**src/rtl/piso_bit_feeder.sv**
```systemverilog
// Parallel-in/serial-out feeder with a one-word holding buffer and a per-bit hold divider.
// Feeds the serial x input of a downstream 1010 sequence detector.
module piso_bit_feeder #(
    parameter int WIDTH     = 8,
    parameter int DIV       = 1,
    parameter int MSB_FIRST = 1
) (
    input  logic             clk,
    input  logic             rst,
    input  logic [WIDTH-1:0] din,
    input  logic             din_valid,
    output logic             din_ready,
    output logic             x,
    output logic             x_valid,
    output logic             busy,
    output logic             word_done
);

    localparam int BIT_W = $clog2(WIDTH);
    localparam int DIV_W = (DIV > 1) ? $clog2(DIV) : 1;
    localparam logic [BIT_W-1:0] LAST_IDX = BIT_W'(WIDTH - 1);
    localparam logic [DIV_W-1:0] DIV_LAST = DIV_W'(DIV - 1);

    typedef enum logic [0:0] {
        IDLE  = 1'b0,
        SHIFT = 1'b1
    } state_t;

    state_t           state_r;
    logic [WIDTH-1:0] shift_r;
    logic [WIDTH-1:0] hold_r;
    logic             hold_full_r;
    logic [BIT_W-1:0] bit_idx_r;
    logic [DIV_W-1:0] div_cnt_r;

    logic transfer_s;
    logic div_end_s;
    logic last_bit_s;
    logic eow_s;

    // Moves the next bit into the output position in the configured bit order.
    function automatic logic [WIDTH-1:0] advance(input logic [WIDTH-1:0] w);
        if (MSB_FIRST != 0) begin
            return {w[WIDTH-2:0], 1'b0};
        end else begin
            return {1'b0, w[WIDTH-1:1]};
        end
    endfunction

    // Handshake and end-of-word decode from registered state only.
    always_comb begin
        transfer_s = din_valid && !hold_full_r;
        div_end_s  = (div_cnt_r == DIV_LAST);
        last_bit_s = (bit_idx_r == LAST_IDX);
        eow_s      = (state_r == SHIFT) && div_end_s && last_bit_s;
    end

    // Output decode; x is forced low whenever no word bit is presented.
    always_comb begin
        din_ready = !hold_full_r;
        x_valid   = (state_r == SHIFT);
        busy      = (state_r == SHIFT);
        word_done = eow_s;
        if (state_r == SHIFT) begin
            x = (MSB_FIRST != 0) ? shift_r[WIDTH-1] : shift_r[0];
        end else begin
            x = 1'b0;
        end
    end

    // Serializer FSM, bit/divider counters and holding buffer.
    always_ff @(posedge clk) begin
        if (rst) begin
            state_r     <= IDLE;
            shift_r     <= '0;
            hold_r      <= '0;
            hold_full_r <= 1'b0;
            bit_idx_r   <= '0;
            div_cnt_r   <= '0;
        end else begin
            case (state_r)
                IDLE: begin
                    if (transfer_s) begin
                        shift_r   <= din;
                        bit_idx_r <= '0;
                        div_cnt_r <= '0;
                        state_r   <= SHIFT;
                    end
                end
                SHIFT: begin
                    if (!div_end_s) begin
                        div_cnt_r <= div_cnt_r + DIV_W'(1);
                    end else if (!last_bit_s) begin
                        div_cnt_r <= '0;
                        bit_idx_r <= bit_idx_r + BIT_W'(1);
                        shift_r   <= advance(shift_r);
                    end else begin
                        // End of word: a held word wins over a word offered on this edge.
                        div_cnt_r <= '0;
                        bit_idx_r <= '0;
                        if (hold_full_r) begin
                            shift_r     <= hold_r;
                            hold_full_r <= 1'b0;
                        end else if (transfer_s) begin
                            shift_r <= din;
                        end else begin
                            state_r <= IDLE;
                        end
                    end
                    if (transfer_s && !eow_s) begin
                        hold_r      <= din;
                        hold_full_r <= 1'b1;
                    end
                end
                default: begin
                    state_r <= IDLE;
                end
            endcase
        end
    end

endmodule
```
**config.mk**
```make
export PLATFORM = sky130hd
export DESIGN_NAME = piso_bit_feeder
export DESIGN_NICKNAME = d
export VERILOG_FILES = /design/src/rtl/piso_bit_feeder.sv
export SDC_FILE = /design/constraint.sdc
export NUM_CORES = 1
export LEC_CHECK = 0
export CAP_MARGIN = 20
export CORE_AREA = 5 5 53 55
export DETAILED_ROUTE_END_ITERATION = 8
export DIE_AREA = 0 0 58 60
export PLACE_DENSITY = 0.75
export SLEW_MARGIN = 10
export SYNTH_ARGS = -nofsm -noshare
export SYNTH_HDL_FRONTEND = slang
export SYNTH_SLANG_ARGS = --single-unit
```
**constraint.sdc**
```tcl
create_clock -name clk -period 3.2 [get_ports clk]
set_input_delay 0.32 -clock clk [delete_from_list [all_inputs] [get_ports clk]]
set_output_delay 0.32 -clock clk [all_outputs]
set_load 0.01 [all_outputs]
```
==> qor.csv <==
metric,value,unit
Post-Synth Adder-Cell Area,2.53,%
vias in the first global route,819,
clock sinks,21,
Cell Pwr Density,444,nW/um^2
Setup Skew,0.00640,ns
post-DP HPWL,1380,um
Root Buffer,clkbuf_4,
total track usage,13.1,%
Synth Area in XOR/XNOR,0,%
Synth area leader,dfxtp_1,
"top cells by count, synth","dfxtp_1, a21oi_1, nand2_1, mux2i_1, o21ai_1",
crit path max fanout,12,
antenna fix cells,0,
Slew @ Worst Pin,0.909,ns
antenna-violating nets left,0,
Crit Path Class,flip-flop to primary output,
minimum clock period,2.32,ns
Yosys warnings,0,
Mapped Area,988,sq um
Post-Route WL,2090,um
Final setup viols,0,
ys async rst share,0,%
worst hold start,hold_r[7],
Layout Utilization,48.2,%
row count,18,
Die ar.,3480,sq um
Crit Reg-Reg Startpoint,bit_idx_r[0],
post-synthesis cell type count,27,
Yosys reg bits,21,
"count leader, synth",dfxtp_1,
Post-CTS Resized,0,
"Slew Viols, Final",0,
PnR worst setup slack,0.882,ns
Yosys top cell area share,42.5,%
setup bufs post-CTS,0,
Max VDD drop,0.219,mV
clk_lat worst skew,0.30,ns
Pre-Repair DR Iteration Count,4,
Post-Synth Simple-Gate Area,14.2,%
HP Class,flip-flop to flip-flop,
DIE WIDTH,58,um
combinational family with the most area after synthesis,compound AO/OA/AOI/OAI gates,
GPL Wtd Cong,0.729,
crit path launch,bit_idx_r[0],
post-synthesis mux area share,9.24,%
layout cell share with drive strength beyond 1,3.36,%
largest net degree at the start of global routing,20,
TritonCTS clock tree,done,
vias per cell,5.52,
first-pass GRT wire length,3530,um
cts hold-fix bufs,0,
Post-Syn Instances,110,
Initial DRC Count,18,
fin crit share,72.5,%
fillcell total,248,
dpl ws,1.22,ns
RSZ-0062 raised after global routing,no,
Die Ht,60,um
"Seq/Total Area, Yosys",42.5,%
CTS clock-pin slew for the worst setup and hold paths,0.11,ns
Post-synth EDFFs,0,
nets@finish,133,
final setup TNS,0,ns
power consumption,502,uW
Top Ports,16,
compound-gate portion of the synthesized area,23.0,%
leakage power total,0.431,nW
core footprint,2340,sq um
status,"finished, final reports clean",
Initial Utilization,42.2,%
max cap viols,0,
CP Capture Type,primary output,
H-tree Lvls,1,
syn_area_per_cell,8.99,sq um
drt wl/cell,14.0,um
Synth area leaders,"dfxtp_1, mux2i_1, a21oi_1",
final hold vios,0,
worst-case clock buffer depth,2,
total CTS buffers,3,
WP data required,2.88,ns
fmax,0.431,GHz
"Arr. time, crit path",2.00,ns
input/output buffers,15,
ys flop type,dfxtp_1,
Overflow after GRT,0,
vias,823,
initial antenna violation count,0,
drt drc,0,
area growth from synthesis to layout,14.3,%
worst rel slew slack,39.4,%
Syn Nets,123,
Startpoint Class,flip-flop,
## critical path: stages, from the launching register on
cell and delay (ns):
dfxtp_1 0.37, ha_1 0.15, ha_1 0.37, nand2_1 0.20, inv_1 0.08, clkdlybuf4s50_1 0.53
## per-stage QoR
step	hold WS [ns]	std cells	area, sq um
floorplan	0.454	110	988
global placement	0.468	145	1100
detailed placement	0.477	145	1100
CTS	0.493	149	1130
global route	0.516	149	1130
finish	0.489	149	1130
## cells in the final DEF, fill, tap and decap left out, drive strengths merged
cell type      synthesis  final
dfxtp                 21     21
clkdlybuf4s50          0     15
nand2                 13     13
a21oi                 13     13
mux2i                  8      8
o21ai                  8      8
nor2b                  5      5
a31oi                  4      4
o22ai                  4      4
clkbuf                 1      4
inv                    3      3
nand2b                 3      3
o32ai                  3      3
a211oi                 3      3
nand3b                 2      2
nor2                   2      2
ha                     2      2
and2                   1      1
and4bb                 1      1
a2bb2oi                1      1
a21o                   1      1
mux2                   1      1
o211ai                 1      1
## layer usage
| layer | GRT usage (%) | vias up | wire length [um] |
|---|---|---|---|
| li1 | - | 412 | - |
| met1 | 15.4 | 392 | 948 |
| met2 | 23.2 | 14 | 1030 |
| met3 | 2.38 | 5 | 79 |
| met4 | 5.96 | 0 | 33 |
| met5 | 0 | - | 0 |
## cells by family (layout without fill, tap and decap cells)
family                   Yosys count  after routing
AND/OR/NAND/NOR                   27             27
buffers and inverters             13             22
adder cells (fa/ha/maj)            2              2
AO/OA/AOI/OAI                     38             38
multiplexers                       9              9
flip-flops                        21             21
## registers in the layout (all words and copies together), names as in the netlist
signal / cells
hold_r: 8
shift_r: 8
bit_idx_r: 3
busy: 1
hold_full_r: 1
## area by class of cell
type | count | area [sq um] | share of cell area, %
Multi-Input combinational cell | 76 | 484 | 42.9
Timing Repair Buffer | 15 | 150 | 13.3
Sequential cell | 21 | 420 | 37.2
Tap cell | 30 | 37.5 | 3.32
Clock buffer | 4 | 26.3 | 2.33
Inverter | 3 | 11.3 | 0.997
## final timing paths
kind	end	slack, ns	cells past startpoint
worst min-delay path	hold_r[7]	0.49	2
worst min register to register	hold_r[7]	0.49	2
worst max register to register	shift_r[2]	1.30	5
worst max-delay path	word_done	0.88	5
## power by group
group	switching [mW]	internal (mW)
sequential	0.0144	0.278
combinational	0.0401	0.0426
clock	0.0781	0.0486
total	0.133	0.369
Power figures use the tool's default switching activity.
